## src/rtl/spi_frame_monitor.sv

```systemverilog
// Passive SPI frame monitor: header decode, phase tracking, frame/error statistics.
// Define SPI_FRAME_MON_ADDR_LOG_EN to build header address capture for last_addr.
module spi_frame_monitor #(
  parameter int FCNT_W = 16,
  parameter int ECNT_W = 8
) (
  input  logic              SPI_SLAVE_CLK,
  input  logic              HRESETn,
  input  logic              spi_slave_cs,
  input  logic              spi_slave_mosi,
  input  logic              spi_dummy_len,
  input  logic              clr_stat,
  output logic              frame_done,
  output logic [FCNT_W-1:0] frame_cnt,
  output logic [ECNT_W-1:0] err_cnt,
  output logic [3:0]        last_cmd,
  output logic [11:0]       last_addr,
  output logic [7:0]        last_words,
  output logic [3:0]        err_flags
);

  typedef enum logic [2:0] {
    IDLE  = 3'd0,
    HDR   = 3'd1,
    DUMMY = 3'd2,
    DATA  = 3'd3,
    SKIP  = 3'd4
  } state_t;

  state_t     state_r, state_nxt_s;
  logic [4:0] bit_cnt_r, bit_cnt_nxt_s;
  logic [7:0] word_cnt_r;
  logic [3:0] cmd_r;
  logic       clr_meta_r, clr_sync_r;
  logic       close_s;
  logic [3:0] cmd_now_s;
  logic [3:0] err_new_s;

  function automatic logic cmd_valid(input logic [3:0] cmd);
    case (cmd)
      4'h0, 4'h2, 4'h4, 4'h5: cmd_valid = 1'b1;
      default:                cmd_valid = 1'b0;
    endcase
  endfunction

  function automatic logic cmd_is_read(input logic [3:0] cmd);
    cmd_is_read = (cmd == 4'h0) || (cmd == 4'h2);
  endfunction

  assign close_s   = !spi_slave_cs && (state_r != IDLE);
  // Command as it stands once the bit on this edge is included (used at header bit 3)
  assign cmd_now_s = {cmd_r[3:1], spi_slave_mosi};

  // FSM state and shared bit counter registers
  always_ff @(posedge SPI_SLAVE_CLK or negedge HRESETn) begin
    if (!HRESETn) begin
      state_r   <= IDLE;
      bit_cnt_r <= 5'd0;
    end else begin
      state_r   <= state_nxt_s;
      bit_cnt_r <= bit_cnt_nxt_s;
    end
  end

  // Next state and bit counter; any edge with cs low returns to IDLE
  always_comb begin
    state_nxt_s   = state_r;
    bit_cnt_nxt_s = bit_cnt_r;
    if (!spi_slave_cs) begin
      state_nxt_s   = IDLE;
      bit_cnt_nxt_s = 5'd0;
    end else begin
      case (state_r)
        IDLE: begin
          state_nxt_s   = HDR;
          bit_cnt_nxt_s = 5'd1;
        end
        HDR: begin
          bit_cnt_nxt_s = bit_cnt_r + 5'd1;
          if ((bit_cnt_r == 5'd3) && !cmd_valid(cmd_now_s)) begin
            state_nxt_s = SKIP;
          end else if (bit_cnt_r == 5'd15) begin
            state_nxt_s   = cmd_is_read(cmd_r) ? DUMMY : DATA;
            bit_cnt_nxt_s = 5'd0;
          end else begin
            state_nxt_s = HDR;
          end
        end
        DUMMY: begin
          if (bit_cnt_r == (spi_dummy_len ? 5'd31 : 5'd15)) begin
            state_nxt_s   = DATA;
            bit_cnt_nxt_s = 5'd0;
          end else begin
            bit_cnt_nxt_s = bit_cnt_r + 5'd1;
          end
        end
        DATA:    bit_cnt_nxt_s = bit_cnt_r + 5'd1;
        SKIP:    bit_cnt_nxt_s = bit_cnt_r;
        default: begin
          state_nxt_s   = IDLE;
          bit_cnt_nxt_s = 5'd0;
        end
      endcase
    end
  end

  // Error bits the frame would earn if it closed on this edge
  always_comb begin
    err_new_s = 4'b0000;
    case (state_r)
      HDR:   err_new_s[0] = 1'b1;
      SKIP:  err_new_s[1] = 1'b1;
      DUMMY: err_new_s[3] = 1'b1;
      DATA: begin
        if (cmd_r == 4'h5) begin
          err_new_s[2] = (bit_cnt_r[2:0] != 3'd0);
        end else begin
          err_new_s[2] = (bit_cnt_r != 5'd0);
        end
        err_new_s[3] = (word_cnt_r == 8'd0) && (bit_cnt_r == 5'd0);
      end
      default: err_new_s = 4'b0000;
    endcase
  end

  // Command capture (unreceived bits stay 0) and saturating word count
  always_ff @(posedge SPI_SLAVE_CLK or negedge HRESETn) begin
    if (!HRESETn) begin
      cmd_r      <= 4'h0;
      word_cnt_r <= 8'd0;
    end else if (spi_slave_cs) begin
      if (state_r == IDLE) begin
        cmd_r      <= {spi_slave_mosi, 3'b000};
        word_cnt_r <= 8'd0;
      end else if ((state_r == HDR) && (bit_cnt_r < 5'd4)) begin
        cmd_r[2'd3 - bit_cnt_r[1:0]] <= spi_slave_mosi;
      end else if ((state_r == DATA) && (bit_cnt_r == 5'd31) && (word_cnt_r != 8'hFF)) begin
        word_cnt_r <= word_cnt_r + 8'd1;
      end
    end
  end

  // Two-flop synchroniser for the asynchronous clear request
  always_ff @(posedge SPI_SLAVE_CLK or negedge HRESETn) begin
    if (!HRESETn) begin
      clr_meta_r <= 1'b0;
      clr_sync_r <= 1'b0;
    end else begin
      clr_meta_r <= clr_stat;
      clr_sync_r <= clr_meta_r;
    end
  end

  // Close bookkeeping; clear dominates the counters but not the last-frame info
  always_ff @(posedge SPI_SLAVE_CLK or negedge HRESETn) begin
    if (!HRESETn) begin
      frame_done <= 1'b0;
      frame_cnt  <= {FCNT_W{1'b0}};
      err_cnt    <= {ECNT_W{1'b0}};
      err_flags  <= 4'b0000;
      last_cmd   <= 4'h0;
      last_words <= 8'd0;
    end else begin
      frame_done <= close_s;
      if (close_s) begin
        last_cmd   <= cmd_r;
        last_words <= word_cnt_r;
      end
      if (clr_sync_r) begin
        frame_cnt <= {FCNT_W{1'b0}};
        err_cnt   <= {ECNT_W{1'b0}};
        err_flags <= 4'b0000;
      end else if (close_s) begin
        frame_cnt <= frame_cnt + {{(FCNT_W-1){1'b0}}, 1'b1};
        if (err_new_s != 4'b0000) begin
          if (err_cnt != {ECNT_W{1'b1}}) begin
            err_cnt <= err_cnt + {{(ECNT_W-1){1'b0}}, 1'b1};
          end
          err_flags <= err_flags | err_new_s;
        end
      end
    end
  end

`ifdef SPI_FRAME_MON_ADDR_LOG_EN
  logic [11:0] addr_r;

  // Header address capture; bits ignored in SKIP leave the address at 0
  always_ff @(posedge SPI_SLAVE_CLK or negedge HRESETn) begin
    if (!HRESETn) begin
      addr_r    <= 12'h000;
      last_addr <= 12'h000;
    end else begin
      if (spi_slave_cs && (state_r == IDLE)) begin
        addr_r <= 12'h000;
      end else if (spi_slave_cs && (state_r == HDR) && (bit_cnt_r >= 5'd4)) begin
        addr_r[4'd15 - bit_cnt_r[3:0]] <= spi_slave_mosi;
      end
      if (close_s) begin
        last_addr <= addr_r;
      end
    end
  end
`else
  assign last_addr = 12'h000;
`endif

endmodule
```

## config.mk

```make
export PLATFORM = sky130hd
export DESIGN_NAME = spi_frame_monitor
export DESIGN_NICKNAME = d
export VERILOG_FILES = /design/src/rtl/spi_frame_monitor.sv
export SDC_FILE = /design/constraint.sdc
export NUM_CORES = 1
export LEC_CHECK = 0
export BUFFER_PORTS_ARGS = -buffer_cell sky130_fd_sc_hd__buf_2
export CAP_MARGIN = 20
export CORE_UTILIZATION = 50
export DETAILED_ROUTE_END_ITERATION = 6
export PLACE_DENSITY = 0.77
export SYNTH_ARGS = -nofsm -noshare
export SYNTH_HDL_FRONTEND = slang
export SYNTH_SLANG_ARGS = --single-unit
```

## constraint.sdc

```tcl
create_clock -name SPI_SLAVE_CLK -period 2.2 [get_ports SPI_SLAVE_CLK]
set_input_delay 0.22 -clock SPI_SLAVE_CLK [delete_from_list [all_inputs] [get_ports SPI_SLAVE_CLK]]
set_output_delay 0.22 -clock SPI_SLAVE_CLK [all_outputs]
set_load 0.05 [all_outputs]
```

-- Yosys cells after proc, flatten, opt, wreduce, memory -nomap -nowiden
Cells that the tools add are included.
- bits in registers: 63
- input port bits: 6
- output and inout bits: 53
- add/sub/neg operators: 5
- order comparisons: 3
- equality and inequality tests: 19
- mux-type cells: 37
- bitwise operators: 1
- reduce and logical (&&, ||, !) cells: 31
- operators with widths (kind ; number):
    $mux 8 ; 7
    $mux 16 ; 2
    $mux 5 ; 5
    $pmux 5 s5 ; 1
    $mux 4 ; 5
    $add 16x1->16 const B ; 1
    $add 8x1->8 const B ; 2
    $ne 8x8->1 const B ; 2
    $eq 4x3->1 const B ; 3
    $pmux 3 s4 ; 1
    $reduce_bool 2->1 ; 5
    $mux 1 ; 9
    $mux 3 ; 3
    $eq 4x2->1 const B ; 2
    $logic_not 4->1 ; 2
    $logic_not 8->1 ; 1
    $logic_and 1x1->1 ; 7
    $eq 3x2->1 const B ; 2
    $ne 2x2->1 const B ; 3
    $reduce_and 2->1 ; 3
    $reduce_and 3->1 ; 2
    $reduce_bool 3->1 ; 2
    $add 5x1->5 const B ; 1
    $eq 5x2->1 const B ; 1
    other kinds (23) ; 24

-- Longest topological paths before layout
- depth in word-level cells: 10
- mapped depth: 9

-- Worst setup path after synthesis
OpenSTA, ideal clock, no wires.
- path type: reg2reg
- from: register bit_cnt_r[0]
- to: register err_cnt[5]
- library setup time: 128 ps
- data arrival time: 1788 ps
- required time: 2072 ps
- slack: 284 ps
- cell stages (with the launch flop): 8
- clock period less this slack: 1916 ps
- cell sequence: dfrtp_1 inv_1 ha_1 nor4bb_1 a31o_2 a221oi_4 nor4_1 mux2_1
- word-level cells in the longest chain between the ends: 6
- elaborated cells on any way between the ends: 10
- RTL lines (what ; RTL line ; text):
    from (decl) ; 31 ; logic [4:0] bit_cnt_r, bit_cnt_nxt_s;
    from (signal assigned) ; 61 ; bit_cnt_r <= bit_cnt_nxt_s;
    $logic_not 5->1, or another cell as far along ; 120 ; err_new_s[3] = (word_cnt_r == 8'd0) && (bit_cnt_r == 5'd0);
    $logic_and 1x1->1 / $mux 1 (equally long branches) ; 120, 115 ;
    $pmux 1 s2 / $mux 1 (equally long branches) ; 110 ; case (state_r)
    $reduce_bool 4->1 (*) ; 175 ; if (err_new_s != 4'b0000) begin
    $reduce_bool 2->1 (no line) (*) ; -- ;
    $reduce_and 3->1 (no line) (*) ; -- ;
    to (signal assigned) ; 159 ; err_cnt <= {ECNT_W{1'b0}};
    to (signal assigned) ; 171 ; err_cnt <= {ECNT_W{1'b0}};
    to (signal assigned) ; 177 ; err_cnt <= err_cnt + {{(ECNT_W-1){1'b0}}, 1'b1};
    to (decl) ; 15 ; output logic [ECNT_W-1:0] err_cnt,
Every way passes the cells marked *; elsewhere a longest branch is shown, timed or not.
A chain may end at the register's enable or synchronous reset.

-- Worst setup path after layout
- from: register word_cnt_r[0]
- to: register err_cnt[5]
- word-level cells in the longest chain between the ends: 6
- RTL lines (what ; RTL line ; text):
    from (decl) ; 32 ; logic [7:0] word_cnt_r;
    from (signal assigned) ; 138 ; word_cnt_r <= word_cnt_r + 8'd1;
    $logic_not 8->1 ; 120 ;
    $logic_and 1x1->1 ; 120 ;
    $pmux 1 s2 ; 110 ;
    $reduce_bool 4->1 ; 175 ;
    $reduce_bool 2->1 (no line) ; -- ;
    $reduce_and 3->1 (no line) ; -- ;
No other way between the ends.

==> flow_summary.html <==
<table>
<tr><th>Metric</th><th>Value</th></tr>
<tr><th colspan="2">Outcome</th></tr>
<tr><td>Result of the run</td><td>finished with violations</td></tr>
<tr><td>Failing checks</td><td>DRC</td></tr>
<tr><th colspan="2">Logic synthesis</th></tr>
<tr><td>Most instantiated cells after synthesis</td><td>63 x sky130_fd_sc_hd__dfrtp_1, 52 x sky130_fd_sc_hd__nand2_1, 43 x sky130_fd_sc_hd__nor2_1</td></tr>
<tr><td>Fraction of synthesized cell area taken by the top area cell type</td><td>0.463</td></tr>
<tr><td>XOR/XNOR Fraction of Synth Area</td><td>0.0617</td></tr>
<tr><td>Post-synthesis average cell area</td><td>9.51 sq um</td></tr>
<tr><td>Synth Cell Area</td><td>0.00340 sq mm</td></tr>
<tr><td>Post-Synth Adder-Cell Area</td><td>0.0404</td></tr>
<tr><td>Post-Synth Simple-Gate Area</td><td>0.228</td></tr>
<tr><td>Portion of netlist area occupied by mux cells</td><td>0.0250</td></tr>
<tr><td>Syn Inst Count</td><td>358</td></tr>
<tr><td>Register bit total from synthesis</td><td>63</td></tr>
<tr><td>Cell accounting for the most synthesized area</td><td>sky130_fd_sc_hd__dfrtp_1</td></tr>
<tr><td>Sequential-to-total area share from yosys stat</td><td>0.463</td></tr>
<tr><td>Synth area leaders</td><td>sky130_fd_sc_hd__dfrtp_1 46%, sky130_fd_sc_hd__nand2_1 5.7%, sky130_fd_sc_hd__xor2_1 5.1%</td></tr>
<tr><td>Count of distinct cell types in the synthesized netlist</td><td>54</td></tr>
<tr><td>Proportion of synthesized flip-flops having asynchronous set or reset</td><td>1.00</td></tr>
<tr><td>Most used standard cell by instance count after synthesis</td><td>sky130_fd_sc_hd__dfrtp_1</td></tr>
<tr><td>Main synth FF type</td><td>sky130_fd_sc_hd__dfrtp_1</td></tr>
<tr><td>Synthesis warning total</td><td>0</td></tr>
<tr><td>Count of flip-flops with a built-in enable after synthesis</td><td>0</td></tr>
<tr><td>Largest family of logic cells by synthesized area</td><td>simple AND/OR/NAND/NOR gates</td></tr>
<tr><td>Share of the synthesized area in compound gates (AO/OA/AOI/OAI)</td><td>0.111</td></tr>
<tr><th colspan="2">Critical path</th></tr>
<tr><td>Arrival time of data at the critical path endpoint</td><td>2.32 ns</td></tr>
<tr><td>Capturing element type of the critical path</td><td>register</td></tr>
<tr><td>Crit path kind</td><td>register to register</td></tr>
<tr><td>Kind of start point of the critical path</td><td>register</td></tr>
<tr><td>Maximum fanout along the worst path</td><td>8</td></tr>
<tr><td>Data required time of the critical path</td><td>2.42 ns</td></tr>
<tr><th colspan="2">Placement</th></tr>
<tr><td>PortBufs</td><td>46</td></tr>
<tr><td>RePlAce Congestion</td><td>0.934</td></tr>
<tr><td>Detailed-placement wirelength estimate</td><td>5000 um</td></tr>
<tr><th colspan="2">Global routing</th></tr>
<tr><td>Number of global-route vias before repair</td><td>2504</td></tr>
<tr><td>Sum of overflow across all layers after global routing</td><td>0</td></tr>
<tr><td>Number of antenna violations at the first check in global routing</td><td>0</td></tr>
<tr><td>Maximum number of pins on one net before global-route repair</td><td>36</td></tr>
<tr><td>First-pass GRT wire length</td><td>12000 um</td></tr>
<tr><td>Total global-route track usage</td><td>0.215</td></tr>
<tr><th colspan="2">Finish</th></tr>
<tr><td>N_diodes</td><td>0</td></tr>
<tr><td>Synthesis-to-layout area growth</td><td>16.0%</td></tr>
<tr><td>Fill cells</td><td>565</td></tr>
<tr><td>Area of combinational cells with multiple inputs</td><td>0.00165 sq mm</td></tr>
<tr><td>Final net count</td><td>434</td></tr>
<tr><td>Total area of sequential cells</td><td>0.00158 sq mm</td></tr>
<tr><td>Fraction of final layout cells sized beyond drive strength 1</td><td>0.209</td></tr>
<tr><th colspan="2">Pwr</th></tr>
<tr><td>Final Power</td><td>0.00297 W</td></tr>
<tr><td>Clock group share of total power</td><td>0.337</td></tr>
<tr><td>Cell-internal power</td><td>0.00200 W</td></tr>
<tr><td>PD cells</td><td>752 mW/mm^2</td></tr>
<tr><td>Reported net switching power</td><td>0.000967 W</td></tr>
<tr><td>Sequential power share</td><td>0.440</td></tr>
<tr><td>Switching part of the total</td><td>0.326</td></tr>
<tr><td>Worst-case vdd ir drop</td><td>0.344 mV</td></tr>
<tr><td>Combinational group share of total power</td><td>0.223</td></tr>
<tr><td>Leakage component of the power</td><td>2.00 nW</td></tr>
<tr><th colspan="2">Floorplanning</th></tr>
<tr><td>Num ports</td><td>59</td></tr>
<tr><td>Overall die area</td><td>0.00714 sq mm</td></tr>
<tr><td>Die width</td><td>84.5 um</td></tr>
<tr><td>Die Ht</td><td>84.5 um</td></tr>
<tr><td>Cell Rows</td><td>29</td></tr>
<tr><td>Core Region</td><td>0.00646 sq mm</td></tr>
<tr><td>Initial standard-cell utilization of the core</td><td>0.527</td></tr>
<tr><th colspan="2">CTS</th></tr>
<tr><td>CTS HTree Levels</td><td>3</td></tr>
<tr><td>TritonCTS clock tree</td><td>built</td></tr>
<tr><td>Total CTS buffers</td><td>9</td></tr>
<tr><td>Sinks on Clock Net</td><td>63</td></tr>
<tr><td>Clock network latency to the later pin of the worst-skew pair</td><td>0.34 ns</td></tr>
<tr><td>CTS max path bufs</td><td>2</td></tr>
<tr><td>Clock slew seen by the registers of the worst setup and hold paths</td><td>0.07 ns</td></tr>
<tr><td>Clock root buffer</td><td>sky130_fd_sc_hd__clkbuf_8</td></tr>
<tr><th colspan="2">Run</th></tr>
<tr><td>Max-Cap Viols</td><td>0</td></tr>
<tr><th colspan="2">STA</th></tr>
<tr><td>Final critical-path share of the clock period</td><td>0.952</td></tr>
<tr><td>Max Freq</td><td>478 MHz</td></tr>
<tr><td>Fin Setup TNS</td><td>0 ns</td></tr>
<tr><td>RSZ-0062 raised after global routing</td><td>no</td></tr>
<tr><td>Worst relative slew slack</td><td>0.638</td></tr>
<tr><td>Count of pins over their slew limit</td><td>0</td></tr>
<tr><td>Fin Clk Skew</td><td>0.00609 ns</td></tr>
<tr><td>Final setup vio count</td><td>0</td></tr>
<tr><td>Final min period</td><td>2.09 ns</td></tr>
<tr><td>Slew of the pin with the lowest slew margin</td><td>0.543 ns</td></tr>
<tr><td>Final number of hold-violating endpoints</td><td>0</td></tr>
<tr><th colspan="2">Drt</th></tr>
<tr><td>Number of remaining DRC errors</td><td>4</td></tr>
<tr><td>Final wirelength</td><td>7090 um</td></tr>
<tr><td>Detail Route Antenna Nets</td><td>0</td></tr>
<tr><td>Average vias per placed instance</td><td>5.54</td></tr>
<tr><td>Number of vias in the routed layout</td><td>2766</td></tr>
<tr><td>Count of routing violations after the opening detailed-route iteration</td><td>138</td></tr>
<tr><td>First-pass iteration count of the detailed router</td><td>7</td></tr>
<tr><td>DR WL/cell</td><td>14.2 um</td></tr>
<tr><th colspan="2">Hold path</th></tr>
<tr><td>Tightest Hold Check Type</td><td>primary input to register</td></tr>
</table>
==> cell usage in the layout (no fill, tap or decap), drive strengths merged, types with 3 or more instances in the layout <==
cell type / synthesis / final
a21oi: 11 / 11
a31oi: 4 / 4
and2: 3 / 3
and3: 7 / 7
buf: 20 / 63
clkbuf: 8 / 13
conb: 1 / 12
dfrtp: 63 / 63
ha: 11 / 11
inv: 9 / 9
mux2: 4 / 4
mux2i: 4 / 4
nand2: 52 / 52
nand2b: 3 / 3
nand3: 8 / 8
nand4: 9 / 9
nor2: 43 / 43
nor2b: 8 / 8
nor3: 10 / 10
nor4: 4 / 4
o2111ai: 3 / 3
o21ai: 18 / 18
or3: 3 / 3
xnor2: 4 / 4
xor2: 20 / 20
==> cells by family after synthesis <==
kind of cell,count (synthesis)
buffers and inverters,38
AO/OA/AOI/OAI,53
other,1
multiplexers,8
flip-flops,63
AND/OR/NAND/NOR,160
XOR/XNOR,24
adder cells (fa/ha/maj),11
==> timing repair <==
item,in CTS,in global routing
setup buffers,0,0
setup endpoints to repair,0,4
endpoints found under the hold margin,24,0
hold buffers,2,0
gates resized for setup,0,3
==> registers in the layout (all words and copies together), names as in the netlist, 4 cells and up <==
name,flops
frame_cnt,16
err_cnt,8
last_words,8
word_cnt_r,8
bit_cnt_r,5
cmd_r,4
err_flags,4
last_cmd,4
==> per-stage QoR <==
step	cells	hold WS (ns)	utilization	cell area (sq um)	setup slack (ns)
4_1_cts	499	0.176	0.608	3930	0.113
5_1_grt	499	0.195	0.611	3950	0.00689
3_5_place_dp	481	0.234	0.575	3710	0.124
3_3_place_gp	481	0.226	0.575	3710	0.188
6_report	499	0.187	0.611	3950	0.106
2_1_floorplan	369	-0.0756	-	3450	0.284
==> worst max-delay path, cell delays in order, from the launching register on <==
cell and delay, ns:
sky130_fd_sc_hd__dfrtp_1 0.40, sky130_fd_sc_hd__inv_1 0.07, sky130_fd_sc_hd__ha_1 0.19, sky130_fd_sc_hd__nor4bb_1 0.14, sky130_fd_sc_hd__a31o_2 0.27, sky130_fd_sc_hd__a221oi_4 0.46, sky130_fd_sc_hd__nor4_1 0.13, sky130_fd_sc_hd__mux2_1 0.32
==> power by group through the flow <==
stage	registers [W]	clock network [W]	logic, W
final	0.00131	0.00100	0.000661
after global routing	0.00132	0.00107	0.000720
after detailed placement	0.00133	0	0.000655
after floorplan	0.00145	0	0.000357
after global placement	0.00132	0	0.000636
after CTS	0.00130	0.00101	0.000660
==> metal layers <==
metal | track usage | up-vias | wire (um)
met1 | 0.294 | 1345 | 3280
met2 | 0.327 | 77 | 3360
met5 | 0 | - | 0
li1 | - | 1332 | -
met4 | 0.0971 | 0 | 115
met3 | 0.0521 | 12 | 336
==> final timing paths <==
kind | startpoint | endpoint | slack, ns | cells past startpoint
max in group asynchronous | HRESETn | clr_sync_r | 1.09 | 3
worst min-delay path | spi_slave_mosi | cmd_r[3] | 0.19 | 2
worst max register to register | word_cnt_r[0] | err_cnt[5] | 0.11 | 7
worst min register to register | clr_meta_r | clr_sync_r | 0.35 | 0
worst max-delay path | word_cnt_r[0] | err_cnt[5] | 0.11 | 7
min in group asynchronous | HRESETn | last_words[7] | 0.40 | 2
==> layout make-up <==
class,count,share of cell area
clock buffer,13,0.0377
clock inverter,3,0.0108
timing repair buffer,65,0.0967
tap,77,0.0244
sequential,63,0.399
inverter,10,0.0127
multi-input combinational,268,0.418
No activity file was read; power rests on OpenSTA's default activity.
